`src/rtl/display_pkg.sv`:
```
// Shared display definitions: code constants, glyph table, scan state.
// Used by seven_seg_scanner and seg_glyph_decoder.
package display_pkg;

    localparam logic [5:0] CODE_BLANK = 6'h3F;
    localparam logic [5:0] CODE_ALARM = 6'h0A;
    localparam logic [5:0] CODE_DASH  = 6'h10;

    localparam logic [7:0] SEG_OFF = 8'hFF;
    localparam logic [7:0] DIG_OFF = 8'hFF;

    // Active-high gfedcba; codes 0x11..0x1F pad to blank.
    localparam logic [6:0] GLYPH_TABLE [32] = '{
        0:  7'h3F,
        1:  7'h06,
        2:  7'h5B,
        3:  7'h4F,
        4:  7'h66,
        5:  7'h6D,
        6:  7'h7D,
        7:  7'h07,
        8:  7'h7F,
        9:  7'h6F,
        10: 7'h77,
        11: 7'h7C,
        12: 7'h39,
        13: 7'h5E,
        14: 7'h79,
        15: 7'h71,
        16: 7'h40,
        default: 7'h00
    };

    typedef enum logic {
        SHOW  = 1'b0,
        BLANK = 1'b1
    } scan_state_t;

    function automatic logic [7:0] digit_sel_n(input logic [2:0] idx);
        return ~(8'b1 << idx);
    endfunction

endpackage

```
`src/rtl/seven_seg_scanner_if.sv`:
```
// Display path bundle: code bus in, digit/segment pins and frame_sync out.
// master = scanner side, slave = producer/observer side.
interface seven_seg_scanner_if;

    logic [7:0][5:0] display_code;
    logic [7:0]      digit_n;
    logic [7:0]      seg_n;
    logic            frame_sync;

    modport master (
        input  display_code,
        output digit_n,
        output seg_n,
        output frame_sync
    );

    modport slave (
        output display_code,
        input  digit_n,
        input  seg_n,
        input  frame_sync
    );

endinterface

```
`src/rtl/seg_glyph_decoder.sv`:
```
// 6-bit display code to active-low {dp,g,f,e,d,c,b,a}.
// Codes above 0x10 (including CODE_BLANK) give all segments off.
module seg_glyph_decoder
    import display_pkg::*;
(
    input  logic [5:0] code,
    output logic [7:0] seg_n
);

    // Table lookup for the defined range, blank otherwise; dp never lit.
    always_comb begin
        seg_n = SEG_OFF;
        unique case (1'b1)
            (code <= CODE_DASH): seg_n = {1'b1, ~GLYPH_TABLE[code[4:0]]};
            default:             seg_n = SEG_OFF;
        endcase
    end

endmodule

```
`src/rtl/seven_seg_scanner.sv`:
```
// Eight-digit common-anode scanner with frame-coherent snapshot.
// Optional ghost blanking at slot start: define SEG_GHOST_BLANK_EN.
module seven_seg_scanner
    import display_pkg::*;
#(
    parameter int SCAN_DIV     = 12500,
    parameter int BLANK_CYCLES = 64
) (
    input  logic                clock,
    input  logic                reset_n,
    seven_seg_scanner_if.master bus
);

    localparam int CW = (SCAN_DIV > 1) ? $clog2(SCAN_DIV) : 1;
    localparam logic [CW-1:0] CNT_LAST = CW'(SCAN_DIV - 1);

    if (BLANK_CYCLES < 1 || BLANK_CYCLES >= SCAN_DIV) begin : g_bad_cfg
        $error("BLANK_CYCLES must be in 1..SCAN_DIV-1");
    end

    logic [CW-1:0]   cnt_q;
    logic [2:0]      idx_q;
    logic [2:0]      idx_d;
    logic [7:0][5:0] snap_q;
    logic [7:0][5:0] snap_d;
    logic            tick;
    logic            wrap;
    logic [7:0]      seg_dec;
    logic [7:0]      digit_drv;
    logic [7:0]      digit_q;
    logic [7:0]      seg_q;
    logic            sync_q;

    assign tick   = (cnt_q == CNT_LAST);
    assign wrap   = tick && (idx_q == 3'd7);
    assign idx_d  = tick ? idx_q + 3'd1 : idx_q;
    assign snap_d = wrap ? bus.display_code : snap_q;

    // Outputs are built from next-state idx/snapshot so the pins
    // change on the same edge as idx and frame_sync.
    assign digit_drv = digit_sel_n(idx_d);

    seg_glyph_decoder u_dec (
        .code  (snap_d[idx_d]),
        .seg_n (seg_dec)
    );

    // Slot counter: 0..SCAN_DIV-1, wrapping.
    always_ff @(posedge clock or negedge reset_n) begin
        if (!reset_n) begin
            cnt_q <= '0;
        end else if (tick) begin
            cnt_q <= '0;
        end else begin
            cnt_q <= cnt_q + 1'b1;
        end
    end

    // Digit index, frame snapshot and frame_sync pulse.
    always_ff @(posedge clock or negedge reset_n) begin
        if (!reset_n) begin
            idx_q  <= 3'd7;
            snap_q <= {8{CODE_BLANK}};
            sync_q <= 1'b0;
        end else begin
            idx_q  <= idx_d;
            snap_q <= snap_d;
            sync_q <= wrap;
        end
    end

`ifdef SEG_GHOST_BLANK_EN
    localparam logic [CW-1:0] BLANK_LAST = CW'(BLANK_CYCLES - 1);

    scan_state_t state_q;

    // SHOW/BLANK FSM with registered pins; every slot opens blank.
    always_ff @(posedge clock or negedge reset_n) begin
        if (!reset_n) begin
            state_q <= BLANK;
            digit_q <= DIG_OFF;
            seg_q   <= SEG_OFF;
        end else begin
            unique case (state_q)
                SHOW: begin
                    if (tick) begin
                        state_q <= BLANK;
                        digit_q <= DIG_OFF;
                        seg_q   <= SEG_OFF;
                    end else begin
                        digit_q <= digit_drv;
                        seg_q   <= seg_dec;
                    end
                end
                BLANK: begin
                    if (cnt_q == BLANK_LAST) begin
                        state_q <= SHOW;
                        digit_q <= digit_drv;
                        seg_q   <= seg_dec;
                    end else begin
                        digit_q <= DIG_OFF;
                        seg_q   <= SEG_OFF;
                    end
                end
                default: begin
                    state_q <= BLANK;
                    digit_q <= DIG_OFF;
                    seg_q   <= SEG_OFF;
                end
            endcase
        end
    end
`else
    // Always showing: drive the selected digit for the whole slot.
    always_ff @(posedge clock or negedge reset_n) begin
        if (!reset_n) begin
            digit_q <= DIG_OFF;
            seg_q   <= SEG_OFF;
        end else begin
            digit_q <= digit_drv;
            seg_q   <= seg_dec;
        end
    end
`endif

    assign bus.digit_n    = digit_q;
    assign bus.seg_n      = seg_q;
    assign bus.frame_sync = sync_q;

endmodule

```
`src/flat_wrapper.sv`:
```
// flat-port wrapper written by rule: the top's interface ports become plain ports
module seven_seg_scanner_flat import display_pkg::*;
#(
    parameter int SCAN_DIV     = 12500,
    parameter int BLANK_CYCLES = 64
)
  (clock, reset_n, bus_display_code, bus_digit_n, bus_seg_n, bus_frame_sync);
  seven_seg_scanner_if bus_i ();
  input  logic clock;
  input  logic reset_n;
  input wire logic [$bits(bus_i.display_code)-1:0] bus_display_code;
  output wire logic [$bits(bus_i.digit_n)-1:0] bus_digit_n;
  output wire logic [$bits(bus_i.seg_n)-1:0] bus_seg_n;
  output wire logic [$bits(bus_i.frame_sync)-1:0] bus_frame_sync;
  assign bus_i.display_code = bus_display_code;
  assign bus_digit_n = bus_i.digit_n;
  assign bus_seg_n = bus_i.seg_n;
  assign bus_frame_sync = bus_i.frame_sync;
  seven_seg_scanner #(.SCAN_DIV(SCAN_DIV), .BLANK_CYCLES(BLANK_CYCLES)) u_core (.clock(clock), .reset_n(reset_n), .bus(bus_i));
endmodule
```
`config.mk`:
```
export PLATFORM = sky130hd
export DESIGN_NAME = seven_seg_scanner_flat
export DESIGN_NICKNAME = d
export VERILOG_FILES = /design/src/rtl/display_pkg.sv /design/src/rtl/seven_seg_scanner_if.sv /design/src/rtl/seg_glyph_decoder.sv /design/src/rtl/seven_seg_scanner.sv /design/src/flat_wrapper.sv
export SDC_FILE = /design/constraint.sdc
export NUM_CORES = 1
export LEC_CHECK = 0
export BUFFER_PORTS_ARGS = -buffer_cell sky130_fd_sc_hd__buf_2
export CORE_ASPECT_RATIO = 1.4
export CORE_MARGIN = 2
export CORE_UTILIZATION = 56
export DETAILED_ROUTE_END_ITERATION = 16
export PLACE_DENSITY_LB_ADDON = 0.12
export SLEW_MARGIN = 10
export SYNTH_ARGS = -nofsm -noshare
export SYNTH_HDL_FRONTEND = slang
export SYNTH_HIERARCHICAL = 1
export SYNTH_SLANG_ARGS = --single-unit
```
`constraint.sdc`:
```
create_clock -name clock -period 3.7 [get_ports clock]
set_input_delay 0.37 -clock clock [delete_from_list [all_inputs] [get_ports clock]]
set_output_delay 0.37 -clock clock [all_outputs]
set_load 0.01 [all_outputs]
```
==> flow_summary.html <==
<table>
<tr><th>Metric</th><th>Value</th></tr>
<tr><th colspan="2">Die</th></tr>
<tr><td>Die width</td><td>75.21 um</td></tr>
<tr><td>Total Die Area</td><td>7798 um^2</td></tr>
<tr><td>Core area</td><td>approximately 6900 um^2</td></tr>
<tr><td>Number of core rows</td><td>36</td></tr>
<tr><td>Number of primary I/O pins</td><td>67</td></tr>
<tr><td>Initial core utilization</td><td>57.31%</td></tr>
<tr><td>Vertical die dimension</td><td>about 100 um</td></tr>
<tr><th colspan="2">Worst setup path</th></tr>
<tr><td>Cells on worst reg2reg path</td><td>14</td></tr>
<tr><td>Slowest library cell on the worst path</td><td>dfstp_2</td></tr>
<tr><td>Worst Path Arrival</td><td>approximately 3.7 ns</td></tr>
<tr><td>Critical Path End Type</td><td>flip-flop</td></tr>
<tr><td>CP required</td><td>3.96 ns</td></tr>
<tr><td>Total number of cells along the worst setup path</td><td>14</td></tr>
<tr><td>Kind of cell adding the most delay to the critical path</td><td>simple AND/OR/NAND/NOR gates</td></tr>
<tr><td>Largest stage delay on the critical path</td><td>just over 0.6 ns</td></tr>
<tr><td>Worst Setup Start Kind</td><td>flip-flop</td></tr>
<tr><td>Worst R2R Start</td><td>u_core/idx_q[0]$_DFF_PN1_</td></tr>
<tr><td>Critical Path Most Common Cell</td><td>ha_1</td></tr>
<tr><td>CP max FO</td><td>32</td></tr>
<tr><td>Startpoint of the worst setup timing path</td><td>u_core/idx_q[0]$_DFF_PN1_</td></tr>
<tr><td>Cell breakdown of the critical path</td><td>ha_1 &gt; ha_1 &gt; nor3b_1 &gt; nand4_1 &gt; buf_12 &gt; mux2i_1 &gt; o22ai_1 &gt; nor3_1 &gt; nor2_1 &gt; inv_1 &gt; ha_1 &gt; or2b_1 &gt; o211ai_1 &gt; o211ai_1</td></tr>
<tr><td>Setup Crit Path Kind</td><td>flip-flop to flip-flop</td></tr>
<tr><td>Crit path buffers/inverters</td><td>2</td></tr>
<tr><th colspan="2">Synthesis</th></tr>
<tr><td>Synth area leaders</td><td>dfstp_2 (44%), mux2i_1 (13%), dfrtp_1 (9.4%)</td></tr>
<tr><td>Sequential element share of the synthesized area</td><td>53.73%</td></tr>
<tr><td>Cell with the most instances after synthesis</td><td>dfstp_2</td></tr>
<tr><td>Async S/R FF share, synth</td><td>100.0%</td></tr>
<tr><td>Leading cell types by count after synthesis</td><td>dfstp_2 (67), inv_1 (53), mux2i_1 (50)</td></tr>
<tr><td>Cell count after synthesis</td><td>352</td></tr>
<tr><td>Yosys top cell by area</td><td>dfstp_2</td></tr>
<tr><td>#FFs+latches synth</td><td>approximately 80</td></tr>
<tr><td>Post-synth net total</td><td>411</td></tr>
<tr><td>Mean Syn Cell Area</td><td>11.29 um^2</td></tr>
<tr><td>Post-synth top area share</td><td>between 40% and 50%</td></tr>
<tr><td>Total number of yosys warnings</td><td>6</td></tr>
<tr><td>Netlist area before placement</td><td>3975 um^2</td></tr>
<tr><td>Number of enable flip-flop cells after synthesis</td><td>0</td></tr>
<tr><td>Most instantiated flip-flop cell in the synthesis netlist</td><td>dfstp_2</td></tr>
<tr><td>Number of distinct library cell variants in the gate-level netlist after synthesis</td><td>45</td></tr>
<tr><th colspan="2">Global route</th></tr>
<tr><td>Gr usage total</td><td>about 22%</td></tr>
<tr><td>Wire length of the first global-routing pass</td><td>12,970 um</td></tr>
<tr><td>Initial antenna violation count</td><td>0</td></tr>
<tr><td>Largest net degree at the start of global routing</td><td>83</td></tr>
<tr><td>Number of global-route vias before repair</td><td>2,729</td></tr>
<tr><td>Overflow left after global routing</td><td>0</td></tr>
<tr><th colspan="2">Final layout</th></tr>
<tr><td>Layout cell share with drive strength beyond 1</td><td>39.44%</td></tr>
<tr><td>Post-synthesis to final-layout area growth</td><td>15.23%</td></tr>
<tr><td>Diodes inserted</td><td>0</td></tr>
<tr><td>FILL cells</td><td>595</td></tr>
<tr><td>Post-layout net count</td><td>480</td></tr>
<tr><th colspan="2">Route</th></tr>
<tr><td>Final routed wire length divided by cell count</td><td>15.52 um</td></tr>
<tr><td>Count of vias placed by the detailed router</td><td>2,704</td></tr>
<tr><td>Detailed-router iteration count before antenna repair</td><td>4</td></tr>
<tr><td>DRC</td><td>0</td></tr>
<tr><td>Avg Vias per Cell</td><td>roughly 5.2</td></tr>
<tr><td>Number of antenna-violating nets in the routed design</td><td>0</td></tr>
<tr><td>Violation count after the first detailed-routing iteration</td><td>128</td></tr>
<tr><td>WL final</td><td>8086 um</td></tr>
<tr><th colspan="2">Clock tree</th></tr>
<tr><td>Clock Latency Late Sink</td><td>0.36 ns</td></tr>
<tr><td>Post-CTS setup-driven buffer insertion count</td><td>0</td></tr>
<tr><td>Maximum number of buffers from clock root to sink</td><td>2</td></tr>
<tr><td>CTS clk-pin slew, worst paths</td><td>0.08 ns</td></tr>
<tr><td>Maximum level of the CTS H-tree</td><td>3</td></tr>
<tr><td>Hold Buf Count CTS</td><td>0</td></tr>
<tr><td>Number of buffers created by CTS</td><td>9</td></tr>
<tr><td>Clock tree root driver cell</td><td>clkbuf_8</td></tr>
<tr><td>CTS sink count</td><td>between 80 and 90</td></tr>
<tr><td>TritonCTS clock tree</td><td>built</td></tr>
<tr><td>Post-cts repair resize count</td><td>0</td></tr>
<tr><th colspan="2">Placed design</th></tr>
<tr><td>Setup slack at placement</td><td>0.3362 ns</td></tr>
<tr><td>Count of buffers inserted at the top-level ports</td><td>66</td></tr>
<tr><td>Routability cong.</td><td>0.7974</td></tr>
<tr><td>Placed wire-length estimate after detailed placement</td><td>between 5000 and 6000 um</td></tr>
<tr><th colspan="2">Timing</th></tr>
<tr><td>Final setup skew</td><td>0.007557 ns</td></tr>
<tr><td>Max Clock Freq</td><td>293.0 MHz</td></tr>
<tr><td>Transition time at the pin with the least slew margin</td><td>~0.97 ns</td></tr>
<tr><td>Final setup margin</td><td>0.2875 ns</td></tr>
<tr><td>Final number of max-transition violations</td><td>0</td></tr>
<tr><td>Max-slew headroom at the worst pin</td><td>around a third</td></tr>
<tr><td>Post-route clock period utilization</td><td>92.23%</td></tr>
<tr><td>Final Hold Viols</td><td>0</td></tr>
<tr><td>Final setup TNS</td><td>0 ns</td></tr>
<tr><td>Unrepaired setup endpoints after global routing</td><td>no</td></tr>
<tr><td>Final setup violation count</td><td>0</td></tr>
<tr><td>Minimum clock period</td><td>3.412 ns</td></tr>
<tr><th colspan="2">Outcome</th></tr>
<tr><td>Outcome</td><td>completed</td></tr>
<tr><th colspan="2">Power and ir drop</th></tr>
<tr><td>Leak Pwr</td><td>2.416 nW</td></tr>
<tr><td>Highest ir drop seen on vdd</td><td>between 0.2 and 0.25 mV</td></tr>
<tr><td>Power per cell area</td><td>roughly 380 nW/um^2</td></tr>
<tr><th colspan="2">Flow run</th></tr>
<tr><td>Maximum Capacitance Violations</td><td>0</td></tr>
<tr><th colspan="2">Min path</th></tr>
<tr><td>Tightest Hold Check Type</td><td>input pin to async pin</td></tr>
</table>
==> logic make-up (layout without fill, tap and decap cells) <==
| family | Yosys count | count (layout) | share of synthesized area, % |
|---|---|---|---|
| AND/OR/NAND/NOR | 86 | 86 | 12.06 |
| flip-flops | 82 | 82 | 53.73 |
| buffers and inverters | 70 | 144 | 8.183 |
| multiplexers | 54 | 54 | 13.85 |
| AO/OA/AOI/OAI | 38 | 38 | 6.610 |
| XOR/XNOR | 12 | 12 | 2.644 |
| adder cells (fa/ha/maj) | 9 | 9 | 2.833 |
| other | 1 | 1 | 0.09434 |
==> layer usage <==
metal  routed length (um)  share of wire (%)  up-vias  GRT usage, %
met5                    0                  0        -             0
met4                  301                3.7        0         12.66
met3                  248                3.1       18         2.724
met2                 4341                 54       60         37.66
met1                 3194                 40     1304         26.35
li1                     -                  -     1322             -
==> registers in the layout, indices dropped and copies added (netlist names) <==
register and cells:
u_core/idx_q 3, u_core/bus.seg_n 8, u_core/bus.frame_sync 1, u_core/bus.digit_n 8, u_core/cnt_q 14, u_core/snap_q 48
==> report_power, final <==
group	internal, W	switching (W)
Combinational	0.0000522	0.0000763
Sequential	0.000952	0.00000832
Clock	0.000331	0.000325
Total	0.00134	0.000409
==> placed cells by master, fill, tap and decap left out, types with 3 or more instances in the layout <==
master and n:
o22ai_1 25, dfstp_2 67, nor3_1 13, clkbuf_8 10, or2_1 4, nor2_1 22, buf_4 8, nand4_1 5
nand2b_1 6, nand3_1 7, mux2i_1 50, buf_2 65, nor2b_1 3, dfrtp_1 15, xor2_1 5, nand2_1 11
clkinv_4 3, o211ai_1 5, inv_1 53, xnor2_1 7, and3_1 3, ha_1 9
==> area by class of cell <==
| class | instances | area, um^2 | share of cell area [%] |
|---|---|---|---|
| clock buffer | 10 | 137.6 | 3.005 |
| clock inverter | 6 | 66.31 | 1.448 |
| inverter | 54 | 202.7 | 4.425 |
| multi-input combinational | 200 | 1514 | 33.05 |
| sequential | 82 | 2136 | 46.63 |
| tap | 95 | 118.9 | 2.595 |
| timing repair buffer | 74 | 405.4 | 8.850 |
==> per-stage QoR <==
stage / total power [W] / area [um^2] / hold slack [ns] / cells / utilization (%)
2_1_floorplan: 0.001037 / 3975 / 0.07441 / 352 / -
3_3_place_gp: 0.001102 / 4377 / 0.4797 / 505 / 63.10
3_5_place_dp: 0.001106 / 4377 / 0.4897 / 505 / 63.10
4_1_cts: 0.001764 / 4581 / 0.2062 / 521 / 66.04
5_1_grt: 0.001813 / 4581 / 0.2463 / 521 / 66.04
6_report: 0.001745 / 4581 / 0.1716 / 521 / 66.04
==> final timing paths <==
check | slack, ns | to
max | 0.29 | u_core/bus.seg_n[0]$_DFF_PN1_
min | 0.17 | u_core/cnt_q[2]$_DFF_PN0_
max reg2reg | 0.29 | u_core/bus.seg_n[0]$_DFF_PN1_
min reg2reg | 0.50 | u_core/idx_q[1]$_DFF_PN1_
max in group asynchronous | 2.91 | u_core/cnt_q[11]$_DFF_PN0_
min in group clock | 0.24 | u_core/snap_q[22]$_DFF_PN1_
Power figures use the tool's default switching activity.
